==> config.mk <==
export PLATFORM = sky130hd
export DESIGN_NAME = msrv32_integer_file
export DESIGN_NICKNAME = d
export VERILOG_FILES = /design/src/rtl/msrv32_integer_file.sv
export SDC_FILE = /design/constraint.sdc
export NUM_CORES = 1
export LEC_CHECK = 0
export CAP_MARGIN = 0
export CORE_MARGIN = 5
export CORE_UTILIZATION = 41
export DETAILED_ROUTE_END_ITERATION = 16
export RECOVER_POWER = 100
export SLEW_MARGIN = 20
export SYNTH_ARGS = -nofsm -noshare
export SYNTH_HDL_FRONTEND = slang
export SYNTH_SLANG_ARGS = --single-unit
export TNS_END_PERCENT = 100
==> constraint.sdc <==
create_clock -name clk_in -period 10.4 [get_ports clk_in]
set_clock_uncertainty 0.15 [all_clocks]
set_input_delay 2.08 -clock clk_in [delete_from_list [all_inputs] [get_ports clk_in]]
set_output_delay 2.08 -clock clk_in [all_outputs]
set_load 0.02 [all_outputs]
==> src/rtl/msrv32_integer_file.sv <==
// rtl/msrv32_integer_file.sv - RV32 integer register file with post-reset clear sweep
// Optional write-through read bypass: define MSRV32_RF_BYPASS_EN.
module msrv32_integer_file #(
   parameter int XLEN     = 32,
   parameter int NUM_REGS = 32
) (
   input  logic                        clk_in,
   input  logic                        rst_n_in,
   input  logic [$clog2(NUM_REGS)-1:0] rs_1_addr_in,
   input  logic [$clog2(NUM_REGS)-1:0] rs_2_addr_in,
   input  logic [$clog2(NUM_REGS)-1:0] rd_addr_in,
   input  logic                        wr_en_in,
   input  logic [XLEN-1:0]             rd_in,
   output logic [XLEN-1:0]             rs_1_out,
   output logic [XLEN-1:0]             rs_2_out,
   output logic                        init_done_out
);

   localparam int AW = $clog2(NUM_REGS);

   typedef enum logic {
      S_INIT  = 1'b0,
      S_READY = 1'b1
   } state_t;

   state_t          r_state;
   state_t          w_state_nxt;
   logic [AW-1:0]   r_ptr;
   logic [AW-1:0]   w_ptr_nxt;
   logic            r_init_done;
   logic            w_init_done_nxt;
   logic            w_clr_en;
   logic            w_usr_wr;
   logic [XLEN-1:0] r_regs [NUM_REGS];
   logic [XLEN-1:0] w_rs_1;
   logic [XLEN-1:0] w_rs_2;

   always_ff @(posedge clk_in) begin
      if (!rst_n_in) begin
         r_state     <= S_INIT;
         r_ptr       <= AW'(1);
         r_init_done <= 1'b0;
      end else begin
         r_state     <= w_state_nxt;
         r_ptr       <= w_ptr_nxt;
         r_init_done <= w_init_done_nxt;
      end
   end

   always_comb begin
      w_state_nxt     = r_state;
      w_ptr_nxt       = r_ptr;
      w_init_done_nxt = r_init_done;
      w_clr_en        = 1'b0;
      w_usr_wr        = 1'b0;
      case (r_state)
         S_INIT: begin
            w_clr_en  = 1'b1;
            w_ptr_nxt = r_ptr + AW'(1);
            // Clearing the last register completes the sweep on this edge.
            if (r_ptr == AW'(NUM_REGS - 1)) begin
               w_state_nxt     = S_READY;
               w_init_done_nxt = 1'b1;
            end
         end
         S_READY: begin
            w_usr_wr = wr_en_in && (rd_addr_in != '0);
         end
         default: begin
            w_state_nxt = S_INIT;
         end
      endcase
   end

   // Storage has no reset; the sweep is what brings it to a known value.
   always_ff @(posedge clk_in) begin
      if (rst_n_in) begin
         if (w_clr_en) begin
            r_regs[r_ptr] <= '0;
         end else if (w_usr_wr) begin
            r_regs[rd_addr_in] <= rd_in;
         end
      end
   end

   always_comb begin
      w_rs_1 = '0;
      w_rs_2 = '0;
      if (r_state == S_READY) begin
         if (rs_1_addr_in != '0) begin
            w_rs_1 = r_regs[rs_1_addr_in];
         end
         if (rs_2_addr_in != '0) begin
            w_rs_2 = r_regs[rs_2_addr_in];
         end
`ifdef MSRV32_RF_BYPASS_EN
         if (w_usr_wr && (rd_addr_in == rs_1_addr_in)) begin
            w_rs_1 = rd_in;
         end
         if (w_usr_wr && (rd_addr_in == rs_2_addr_in)) begin
            w_rs_2 = rd_in;
         end
`endif
      end
   end

   assign rs_1_out      = w_rs_1;
   assign rs_2_out      = w_rs_2;
   assign init_done_out = r_init_done;

endmodule

==> results.md, run 1 <==
* Status: complete, but fails checks
* Failing checks: capacitance limit, slew limit
* Syn avg cell area at 20.7 sq um
* Hold path cells at 1
* Ys Warns at 0
* Highest metal used: met5
* DR pass1 iterations at 7
* DR WL met2 at 69.6 mm
* Max-slew violations at 1780
* Clk pin slew, worst setup/hold paths at 0.06 ns
* Root Buffer: clkbuf_16
* Pwr/cell area at 162 nW/um^2
* Yosys top cell by area: edfxtp_1
* Initial Util at 0.413
* Final net count at 2488
* Die width at 352 um
* WS Path Type: input pin to flop
* #FFs+latches synth at 1031
* Synth top area cells: edfxtp_1, mux4_2, mux2i_1, mux2_2, clkbuf_1
* Fin crit share at 0.879
* R2r worst-path depth at 6
* Routed length on met3 at 13.6 mm
* Critical path fanouts, max at 29
* Clock tree sinks at 1031
* HP Class: flop to flop
* Overall Power at 0.00879 W
* Placed cells at 3848
* Startpoint Class: input pin
* # rows at 125
* Final design utilization at 0.467
* Final setup fails at 0
* Reg power frac at 0.518
* 1st-iter DRT viols at 2841
* Core area at 116000 sq um
* Drt total wl at 146 mm
* Die area at 124000 sq um
* Number of global-route vias before repair at 27600
* Max-slew headroom at -1.79
* Largest net degree at the start of global routing at 140
* Synth top cells by count: edfxtp_1, mux4_2, mux2i_1
* Die height at 352 um
* Global-route wire length before repair at 207 mm
* CP Capture Type: flop
* Routability cong. at 0.818
* CTS H-tree lvls at 3
* Sw power at 0.00189 W
* Netlist cell types at 45
* Top cell type's share of synthesized area at 0.642
* Clock Latency Late Sink at 0.68 ns
* Total GRT Usage at 0.236
* Synth Flop Type: edfxtp_1
* Critical path data arrival time at 9.22 ns
* Worst vdd ir at 0.000147 V
* RSZ-0062 raised after global routing: false
* Cells after Synth at 2320
* Mapped cell area at 47900 sq um
* Most frequent cell after synthesis: edfxtp_1
* Fin cells at 4052
* Post-CTS Setup Repair Bufs at 0
* Clk buf depth at 3
* Met1 wire length at 58.6 mm
* Switch share at 0.215
* Setup tns final at 0 ns
* Vias after detailed routing at 26700
* IO Port Bufs at 114
* Initial antenna violation count at 11
* Antenna-violating nets left at 0
* Total grt overflow at 0
* LEAKAGE at 16.4 nW
* Ports at 115
* Worst Max-Slew Pin Slew at 4.19 ns
* Max-cap viol count at 60
* Final hold viol count at 0
* Layout cells sized above 1 at 0.291
* Sequential area share after synthesis at 0.645
* Critical Path RT at 10.48 ns
* Number of flops mapped to enable cells by yosys at 1024
* Final min period at 9.14 ns
* Vias per cell at 6.59
* Syn Nets at 2372
* Hold-fix buffers, CTS at 0
* Post_cts resized at 0
* Int Pwr at 0.00690 W
* HPWL Detailed at 82.5 mm
* CTS tree: done
* Fmax at 0.109 GHz
* Num CTS Buffers at 105
* Combinational share of power at 0.054
* Power share of the clock group at 0.428
* Post-synthesis async set-or-reset flop share at 0
* Routed length per instance at 36.0 um
* Synth-to-layout area growth at 13.1%
* DRC viols at 0
[stage by stage]
stage	cell area, sq um	hold WS [ns]	setup slack [ns]
after floorplan	47900	0.365	3.22
after global placement	51000	0.314	2.02
after detailed placement	51100	0.308	2.04
after CTS	54500	0.335	2.04
after global routing	54200	0.364	1.03
final	54200	0.326	1.26
[power by group through the flow]
stage	registers [W]	logic (W)	clock network [W]
after floorplan	0.00464	0.000321	0
after global placement	0.00464	0.000480	0
after detailed placement	0.00464	0.000482	0
after CTS	0.00455	0.000482	0.00382
final	0.00455	0.000473	0.00377
after global routing	0.00455	0.000496	0.00400
[cell type report]
class | instances | area [sq um]
inverter | 1 | 3.75
clock buffer | 133 | 2780
multi-input combinational | 1101 | 16300
sequential | 1031 | 30900
tap | 1524 | 1910
clock inverter | 61 | 604
antenna | 5 | 12.5
timing repair buffer | 196 | 1670
fill | 9657 | 61900
[logic make-up after synthesis]
group,share of synthesized area
muxes,0.291
buffers and inverters,0.0166
DFF,0.645
AOI/OAI and AO/OA,0.0309
adders and majority gates,0.000522
and+or+nand+nor,0.0163
xor gates and xnor gates,0.000366
[registers in the layout (all words and copies together), names as in the netlist]
| register | cells |
|---|---|
| r_state | 1 |
| r_regs | 1024 |
| init_done_out | 1 |
| r_ptr | 5 |
[worst max-delay path, cell delays in order]
cell	delay, ns
dlygate4sd3_1	0.70
or4_1	0.19
o2111a_1	1.13
clkbuf_1	1.51
mux2_1	0.54
nor3_1	0.79
clkbuf_1	2.21
[layout by cell type, fill, tap and decap left out, types with 10 or more instances in the layout]
cell,instances
clkinv_2,19
clkbuf_1,77
a21o_1,11
a221o_1,21
clkdlybuf4s50_1,53
buf_4,21
and2_1,10
a31oi_1,11
a21oi_1,22
clkbuf_16,107
a2111oi_0,11
mux2_2,44
mux4_2,490
nor3_1,17
a22o_1,11
edfxtp_1,1024
o22ai_1,21
nor2b_1,12
clkinv_1,23
dlygate4sd3_1,54
o221ai_1,32
bufinv_16,11
and2_0,36
mux2i_1,236
a22oi_1,11
nand2_1,16
o22a_1,32
[worst paths after layout]
| path | to | slack, ns | startpoint |
|---|---|---|---|
| worst min-delay path | init_done_out$_SDFFE_PN0P_ | 0.33 | init_done_out$_SDFFE_PN0P_ |
| worst max register to register | r_regs[16][22]$_DFFE_PP_ | 2.94 | r_state$_SDFF_PN0_ |
| worst max-delay path | r_regs[16][22]$_DFFE_PP_ | 1.26 | rd_addr_in[1] |
| worst min register to register | init_done_out$_SDFFE_PN0P_ | 0.33 | init_done_out$_SDFFE_PN0P_ |
[metal layers]
metal | up-vias | global-route usage
met5 | - | 0
met4 | 4 | 0.0636
met3 | 217 | 0.0552
met2 | 1412 | 0.375
met1 | 14600 | 0.331
li1 | 10400 | -
No activity file was read; power rests on OpenSTA's default activity.
==> run 2, diff against run 1 <==
- clock period: 10.4 -> 8.2 ns (I/O delays scaled with it)
==> run 2 against run 1 <==
Compared with the run above: the run still ends with capacitance limit, slew limit left; highest routed layer unchanged; sequential cell count did not move; via count rose by 0.59%; hold slack improved by 0.0069 ns; routed wire length rose by 2.8%; non-clock buffer count rose by 2; critical path depth fell by 3.
==> results.md, run 2 (synthesized netlist as in run 1, its figures left out) <==
* Final Cell Area at 54100 sq um (was 54200 sq um)
* Pre-CTS setup slack at 1.08 ns (was 2.04 ns)
* Biggest register: r_regs (unchanged)
* Failing checks: capacitance limit, slew limit (unchanged)
* Ports at 115 (unchanged)
* Routed length per instance at 37.0 um (was 36.0 um)
* Max-slew headroom at -1.89 (was -1.79)
* Global-route wire length before repair at 211 mm (was 207 mm)
* Switch share at 0.217 (was 0.215)
* Critical path fanouts, max at 20 (was 29)
* Synth-to-layout area growth at 13.0% (was 13.1%)
* Max reg flops at 1024 (unchanged)
* Initial Util at 0.413 (unchanged)
* Fmax at 0.130 GHz
* Slowest stage delay, CP at 1.46 ns (was 2.21 ns)
* Final hold viol count at 0 (unchanged)
* Worst path buffer plus inverter count at 2 (was 3)
* CP Capture Type: primary output (was flop)
* Number of global-route vias before repair at 27500 (was 27600)
* Pwr/cell area at 202 nW/um^2 (was 162 nW/um^2)
* Max-slew violations at 1118 (was 1780)
* Worst-path cell chain: clkdlybuf4s50_1, nand3_1, o221ai_1, dlygate4sd3_1 (was dlygate4sd3_1, or4_1, o2111a_1, clkbuf_1, mux2_1, nor3_1, clkbuf_1)
* Layout cells sized above 1 at 0.300 (was 0.291)
* WS Path Type: input pin to primary output (was input pin to flop)
* Filler Cells Inserted at 9654 (was 9657)
* Int Pwr at 0.00857 W (was 0.00690 W)
* Die width at 352 um (unchanged)
* # rows at 125 (unchanged)
* Max-cap viol count at 39 (was 60)
* Placed inst area at 51100 sq um (about the same)
* Largest net degree at the start of global routing at 96 (was 140)
* Power share of the clock group at 0.417 (was 0.428)
* Final worst setup slack at 0.514 ns (was 1.26 ns)
* HPWL Detailed at 81.4 mm (was 82.5 mm)
* Startpoint Class: input pin (unchanged)
* Combinational share of power at 0.055 (was 0.054)
* Cell family with most CP delay: compound AO/OA/AOI/OAI gates (was buffers and inverters)
* Hold-fix buffers, CTS at 0 (unchanged)
* CTS tree: done (unchanged)
* Total grt overflow at 0 (unchanged)
* Final net count at 2490 (was 2488)
* Overall Power at 0.0109 W (was 0.00879 W)
* Setup tns final at 0 ns (unchanged)
* Critical Path RT at 6.41 ns (was 10.48 ns)
* 1st-iter DRT viols at 3071 (was 2841)
* Fin cells at 4053 (was 4052)
* Reg power frac at 0.528 (was 0.518)
* Routability cong. at 0.782 (was 0.818)
* Top flop regs: r_regs x1024, r_ptr x5 (unchanged)
* Worst vdd ir at 0.000163 V (was 0.000147 V)
* Die area at 124000 sq um (unchanged)
* HP Class: flop to flop (unchanged)
* Placed cells at 3855 (was 3848)
* Antenna-violating nets left at 0 (unchanged)
* Clk buf depth at 3 (unchanged)
* Sw power at 0.00238 W (was 0.00189 W)
* IO Port Bufs at 114 (unchanged)
* Die height at 352 um (unchanged)
* Critical path data arrival time at 5.90 ns (was 9.22 ns)
* Post-CTS Setup Repair Bufs at 0 (unchanged)
* Initial antenna violation count at 11 (unchanged)
* Slowest CP cell: o221ai_1 (was clkbuf_1)
* RSZ-0062 raised after global routing: false (unchanged)
* Commonest cells after routing, fill and taps aside: edfxtp_1, mux4_2, mux2i_1 (unchanged)
* Final setup fails at 0 (unchanged)
* Core area at 116000 sq um (unchanged)
* Total GRT Usage at 0.241 (was 0.236)
* CTS H-tree lvls at 3 (unchanged)
* Num CTS Buffers at 105 (unchanged)
* Clock Latency Late Sink at 0.67 ns (was 0.68 ns)
* Fin crit share at 0.937
* Root Buffer: clkbuf_16 (unchanged)
* Worst Max-Slew Pin Slew at 4.34 ns (was 4.19 ns)
* Vias per cell at 6.62 (was 6.59)
* Vias after detailed routing at 26800 (was 26700)
* Most common cell after layout, fill and taps aside: edfxtp_1 (unchanged)
* Post_cts resized at 0 (unchanged)
* DRC viols at 0 (unchanged)
* Final min period at 7.69 ns
* DR pass1 iterations at 5 (was 7)
* Drt total wl at 150 mm (was 146 mm)
* Clk pin slew, worst setup/hold paths at 0.06 ns (about the same)
* LEAKAGE at 16.5 nW (was 16.4 nW)
* Clock tree sinks at 1031 (unchanged)
* Status: complete, but fails checks (unchanged)
[run 2: cell types whose count changed in the layout (fill, tap and decap cells not counted), moves of 3 or more]
cell	delta
buf_4	+23
bufinv_16	-6
clkbuf_1	-22
clkbuf_2	+3
clkinv_1	+6
clkinv_2	-3
nor3_1	-6
nor3_2	+6
nor4_1	-3
nor4_2	+3
[run 2: area by class of cell]
cell class                 count  area (sq um)  area share
clock inverter                57           418     0.00772
inverter                       1          6.26    0.000116
clock buffer                 135          2790      0.0516
antenna                        6          15.0    0.000277
tap                         1524          1910      0.0352
multi-input combinational   1101         16300       0.302
sequential                  1031         30900       0.570
timing repair buffer         198          1770      0.0327
[run 2: final timing paths]
check                                                 from                          to  slack [ns]  depth (start not counted)
worst max-delay path                       rs_2_addr_in[4]                rs_2_out[31]        0.51                          4
worst min-delay path            init_done_out$_SDFFE_PN0P_  init_done_out$_SDFFE_PN0P_        0.33                          1
worst max register to register          r_state$_SDFF_PN0_    r_regs[20][22]$_DFFE_PP_        1.51                          5
worst min register to register  init_done_out$_SDFFE_PN0P_  init_done_out$_SDFFE_PN0P_        0.33                          1
[run 2: power by group through the flow]
stage	sequential (W)	combinational (W)	clock [W]
5_1_grt	0.00578	0.000632	0.00487
6_report	0.00578	0.000605	0.00456
3_5_place_dp	0.00588	0.000615	0
2_1_floorplan	0.00588	0.000407	0
4_1_cts	0.00577	0.000616	0.00463
3_3_place_gp	0.00588	0.000612	0
[run 2: per-layer routing]
metal	part of all wire	track usage	vias up
met5	0.00030	0	-
li1	-	-	10400
met1	0.39	0.336	14700
met2	0.48	0.387	1513
met4	0.028	0.0683	6
met3	0.096	0.0542	221
[run 2: through the flow]
| step | utilization | hold WS [ns] |
|---|---|---|
| global route | 0.466 | 0.354 |
| CTS | 0.468 | 0.339 |
| floorplan | - | 0.365 |
| detailed placement | 0.441 | 0.320 |
| finish | 0.467 | 0.333 |
| global placement | 0.441 | 0.315 |
